--- config.mk ---
export PLATFORM = sky130hd
export DESIGN_NAME = alu_logic_sequencer
export DESIGN_NICKNAME = d
export VERILOG_FILES = /design/src/rtl/alu_logic_sequencer.sv
export SDC_FILE = /design/constraint.sdc
export NUM_CORES = 1
export LEC_CHECK = 0
export CORE_MARGIN = 10
export CORE_UTILIZATION = 39
export DETAILED_ROUTE_END_ITERATION = 6
export PLACE_DENSITY = 0.77
export SLEW_MARGIN = 20
export SYNTH_ARGS = -nofsm -noshare
export SYNTH_HDL_FRONTEND = slang
export SYNTH_SLANG_ARGS = --single-unit
--- constraint.sdc ---
create_clock -name clk -period 1.6 [get_ports clk]
set_clock_uncertainty 0.05 [all_clocks]
set_input_delay 0.16 -clock clk [delete_from_list [all_inputs] [get_ports clk]]
set_output_delay 0.16 -clock clk [all_outputs]
set_load 0.02 [all_outputs]
--- src/rtl/alu_logic_sequencer.sv ---
// -----------------------------------------------------------------------------
// alu_logic_sequencer
//
// Initiator for an external 8-bit combinational logic unit (A, B, S -> Out).
// A command is accepted over a valid/ready port. Its operands and select are
// registered onto alu_a/alu_b/alu_s. After SETTLE_CYCLES clocks the unit's
// result is captured and returned over a valid/ready response port. The last
// captured result is kept in an accumulator. A later command can use it as
// operand A by setting cmd_acc.
//
// Parameters
//   WIDTH          operand/result width; must match the logic unit
//   SETTLE_CYCLES  clocks between driving alu_a/b/s and capturing alu_out (1..15)
//
// Ports
//   clk, rst_n                 clock (rising edge), asynchronous active-low reset
//   cmd_valid/cmd_ready        command handshake
//   cmd_a, cmd_b               operands (cmd_a ignored when cmd_acc=1)
//   cmd_op                     00 AND, 01 OR, 10 XOR, 11 NOT A
//   cmd_acc                    use accumulator as operand A
//   alu_a, alu_b, alu_s        registered drive to the logic unit
//   alu_out                    logic unit result
//   rsp_valid/rsp_ready        response handshake
//   rsp_data, rsp_zero         captured result and its zero flag
//   rsp_parity                 ^result, only when ALU_SEQ_PARITY_EN is defined
//
// Build option
//   ALU_SEQ_PARITY_EN : adds the rsp_parity output and its register.
// -----------------------------------------------------------------------------
module alu_logic_sequencer #(
    parameter int WIDTH         = 8,
    parameter int SETTLE_CYCLES = 1
) (
    input  logic             clk,
    input  logic             rst_n,
    input  logic             cmd_valid,
    output logic             cmd_ready,
    input  logic [WIDTH-1:0] cmd_a,
    input  logic [WIDTH-1:0] cmd_b,
    input  logic [1:0]       cmd_op,
    input  logic             cmd_acc,
    output logic [WIDTH-1:0] alu_a,
    output logic [WIDTH-1:0] alu_b,
    output logic [1:0]       alu_s,
    input  logic [WIDTH-1:0] alu_out,
    output logic             rsp_valid,
    input  logic             rsp_ready,
    output logic [WIDTH-1:0] rsp_data,
`ifdef ALU_SEQ_PARITY_EN
    output logic             rsp_parity,
`endif
    output logic             rsp_zero
);

    typedef enum logic [1:0] {
        IDLE   = 2'd0,
        SETTLE = 2'd1,
        RESP   = 2'd2
    } state_t;

    // The counter is loaded with SETTLE_CYCLES-1. The capture happens on the
    // edge where it reads zero. That edge is SETTLE_CYCLES clocks after the
    // accept edge.
    localparam logic [3:0] CNT_INIT = 4'(SETTLE_CYCLES - 1);

    state_t           state;
    state_t           state_nxt;
    logic [3:0]       cnt;
    logic [WIDTH-1:0] acc;

    logic             accept;
    logic             capture;
    logic             handoff;
    logic [WIDTH-1:0] opa_sel;

    // Next-state and handshake decode
    always_comb begin
        state_nxt = state;
        cmd_ready = 1'b0;
        accept    = 1'b0;
        capture   = 1'b0;
        handoff   = 1'b0;

        case (state)
            IDLE: begin
                cmd_ready = 1'b1;
                if (cmd_valid) begin
                    accept    = 1'b1;
                    state_nxt = SETTLE;
                end
            end
            SETTLE: begin
                if (cnt == 4'd0) begin
                    capture   = 1'b1;
                    state_nxt = RESP;
                end
            end
            RESP: begin
                // No command is accepted on the edge that retires the
                // response. The next accept happens one cycle later.
                if (rsp_ready) begin
                    handoff   = 1'b1;
                    state_nxt = IDLE;
                end
            end
            default: begin
                state_nxt = IDLE;
            end
        endcase
    end

    assign opa_sel = cmd_acc ? acc : cmd_a;

    // State register and settle counter
    always_ff @(posedge clk or negedge rst_n) begin
        if (!rst_n) begin
            state <= IDLE;
            cnt   <= 4'd0;
        end else begin
            state <= state_nxt;
            if (accept) begin
                cnt <= CNT_INIT;
            end else if (state == SETTLE && cnt != 4'd0) begin
                cnt <= cnt - 4'd1;
            end
        end
    end

    // Logic-unit drive. These registers load only on accept, so the unit
    // sees steady inputs while the sequencer waits or holds a response.
    always_ff @(posedge clk or negedge rst_n) begin
        if (!rst_n) begin
            alu_a <= '0;
            alu_b <= '0;
            alu_s <= 2'b00;
        end else if (accept) begin
            alu_a <= opa_sel;
            alu_b <= cmd_b;
            alu_s <= cmd_op;
        end
    end

    // Result capture and response handshake
    always_ff @(posedge clk or negedge rst_n) begin
        if (!rst_n) begin
            rsp_data  <= '0;
            rsp_zero  <= 1'b1;
            acc       <= '0;
            rsp_valid <= 1'b0;
        end else begin
            if (capture) begin
                rsp_data  <= alu_out;
                rsp_zero  <= (alu_out == '0);
                acc       <= alu_out;
                rsp_valid <= 1'b1;
            end else if (handoff) begin
                rsp_valid <= 1'b0;
            end
        end
    end

`ifdef ALU_SEQ_PARITY_EN
    // Parity is registered on the same edge as rsp_data. It is valid under
    // the same conditions as rsp_data.
    always_ff @(posedge clk or negedge rst_n) begin
        if (!rst_n) begin
            rsp_parity <= 1'b0;
        end else if (capture) begin
            rsp_parity <= ^alu_out;
        end
    end
`endif

endmodule

==> qor.yml <==
syn_to_final_growth_pct: 52.2
hpwlAfterDp_microns: 2940
fp.coreArea_sq_um: 3690
critical_path_peak_fanout: 13
placed_cells: 226
clk_pin_slew_worst_paths_ns: 0.07
status: "complete, no violations"
drv_slew: 0
p_leak_uw: 0.00104
io_buffers: 59
crit_family: "simple AND/OR/NAND/NOR gates"
synth_cells: 116
max_stage_delay_ns: 0.55
overflow: 0
viasPerCell: 4.78
avgSynthCellArea_sq_um: 13.0
place_congestion: 0.722
rsz0062_at_grt: "no"
synth_edf_count: 0
multi_input_area_sq_um: 599
cts-root-buf: "clkbuf_8"
synth_top_cells_by_count: "33 x dfrtp_1, 15 x nand2_1, 11 x mux2i_1, 10 x mux2_4, 10 x o21ai_0"
drive_gt1_frac: 0.198
ir_drop_v: 0.00104
yosys.area.top_type: "dfrtp_1"
die_w_microns: 82.1
ioPinCount: 60
stdcell_count: 235
cap_violations: 0
n_antenna_cell: 0
hold_path.class: "reg2reg"
synth_top_area_share: 0.549
cts_buffers: 5
final_antenna_net_count: 0
wl_microns: 3680
fin_nets: 219
cts_buffer_depth: 2
ys_seq_area_frac: 0.567
start_kind: "register"
slowest_stage: "or3b_4"
finalSetupViolCount: 0
die_height_microns: 82.1
dr.pass1.iters: 4
whs_ns: 0.424
fmaxAchievable_mhz: 653
ys_types: 25
start_util: 0.408
path_buf_inv: 1
hold_violations: 0
cp_cell_sequence: "or3b_4, buf_4, nand2_1, o21ai_0"
relSlewSlack: 0.801
htreeDepth: 2
grt_usage: 0.113
synth_fp_nets: 149
reg2reg_depth: 4
async_flop_share: 1.00
grt_max_degree: 24
vias: 1123
yosys-top-cells-area: "dfrtp_1 55%, mux2_4 10%, mux2i_1 7.3%"
clock_latency_ns: 0.27
critical_path_required_ns: 1.70
regArea_sq_um: 852
cts_tree: "done"
cp.arrival_ns: 1.64
num_rows: 22
path_class: "reg2reg"
min_period_over_period: 0.958
fin_crit_ns: 1.53
synth-main-ff-cell: "dfrtp_1"
cts_sinks: 34
critPathCaptureType: "register"
fillers: 292
ys.warnings.count: 0
die_area_sq_um: 6740
cp_num_cells: 4
remaining_drc_errors: 0
synth_seq_cells: 34
grt_pass1_vias: 1277
hold_path_depth: 2
yosysMostFrequentCell: "dfrtp_1"
grt_antenna_before_repair: 0
cellPowerDensity_nw_per_um2: 1980
wl_per_cell_microns: 15.7
grt_pass1_wl_microns: 5820
netlist_area_sq_um: 1500
first_iter_violations: 71
tightest_slew_ns: 0.299
repair_timing:
item                       4_1_cts  5_1_grt
hold buffers                     1        0
gates resized for setup          4        0
setup endpoints to repair        4        0
hold endpoints to repair         1        0
setup buffers                    0        0
logic make-up after synthesis:
kind of cell,count (synthesis),synth area share
flops,34,0.567
buf+inv,9,0.0383
simple gates,28,0.0940
fa+ha+maj,2,0.0166
mux,29,0.233
compound gates,14,0.0516
power by group:
part           switching (uW)  internal (uW)
Sequential                263           1270
Clock                     288            347
Combinational            1090           1280
worst paths after layout:
kind                          start        to  slack [ns]
max                        state[1]  alu_a[5]        0.07
min                        rsp_zero  rsp_zero        0.42
max reg2reg                state[1]  alu_a[5]        0.07
min reg2reg                rsp_zero  rsp_zero        0.42
max in group asynchronous     rst_n  alu_b[6]        0.44
min in group asynchronous     rst_n    acc[0]        0.54
worst register-to-register path: cells and delay by family (launching register included):
family | cells | cell delay [ns]
AOI/OAI and AO/OA | 1 | 0.08
and+or+nand+nor | 2 | 0.62
buffers and inverters | 1 | 0.22
DFF | 1 | 0.44
state kept, by name (all words and copies together) (netlist names):
signal	count
acc	8
alu_a	8
alu_b	8
cnt	4
alu_s	2
state	2
rsp_valid	1
rsp_zero	1
cell type report:
type / instances / area share
clock inverter: 1 / 0.00219
tap: 48 / 0.0262
timing repair buffer: 68 / 0.293
clock buffer: 7 / 0.0377
sequential: 34 / 0.372
inverter: 4 / 0.00656
multi-input combinational: 73 / 0.262
routing by layer:
metal	share of wire	vias to the layer above	routed length, microns	global-route usage
met2	0.45	52	1660	0.180
met1	0.40	524	1470	0.118
met3	0.14	6	514	0.0799
li1	-	541	-	-
met4	0.0090	0	33	0.0306
met5	0	-	0	0
metrics by stage:
step / total power [uW] / setup WS, ns / area [sq um] / TNS, ns / utilization
floorplan: 2840 / 0.100 / 1500 / 0 / -
global placement: 3860 / -0.0743 / 2180 / -1.26 / 0.592
detailed placement: 3930 / -0.141 / 2180 / -1.83 / 0.592
CTS: 4610 / 0.0619 / 2290 / 0 / 0.620
global route: 4820 / 0.0193 / 2290 / 0 / 0.620
finish: 4540 / 0.0678 / 2290 / 0 / 0.620
cells in the final DEF, fill, tap and decap left out, types with 2 or more instances in the layout:
cell type / Yosys / routed
nor4_1: 2 / 2
mux2i_1: 11 / 11
mux2_2: 8 / 8
dlygate4sd2_1: 0 / 2
clkbuf_8: 0 / 6
clkdlybuf4s50_1: 0 / 57
o21ai_0: 10 / 10
mux2_4: 10 / 10
nand4b_1: 2 / 2
buf_4: 0 / 7
or3b_4: 1 / 2
dfrtp_1: 33 / 33
nor2_1: 3 / 3
inv_1: 4 / 4
nand2_1: 15 / 14
ha_1: 2 / 2
Power figures use the tool's default switching activity.
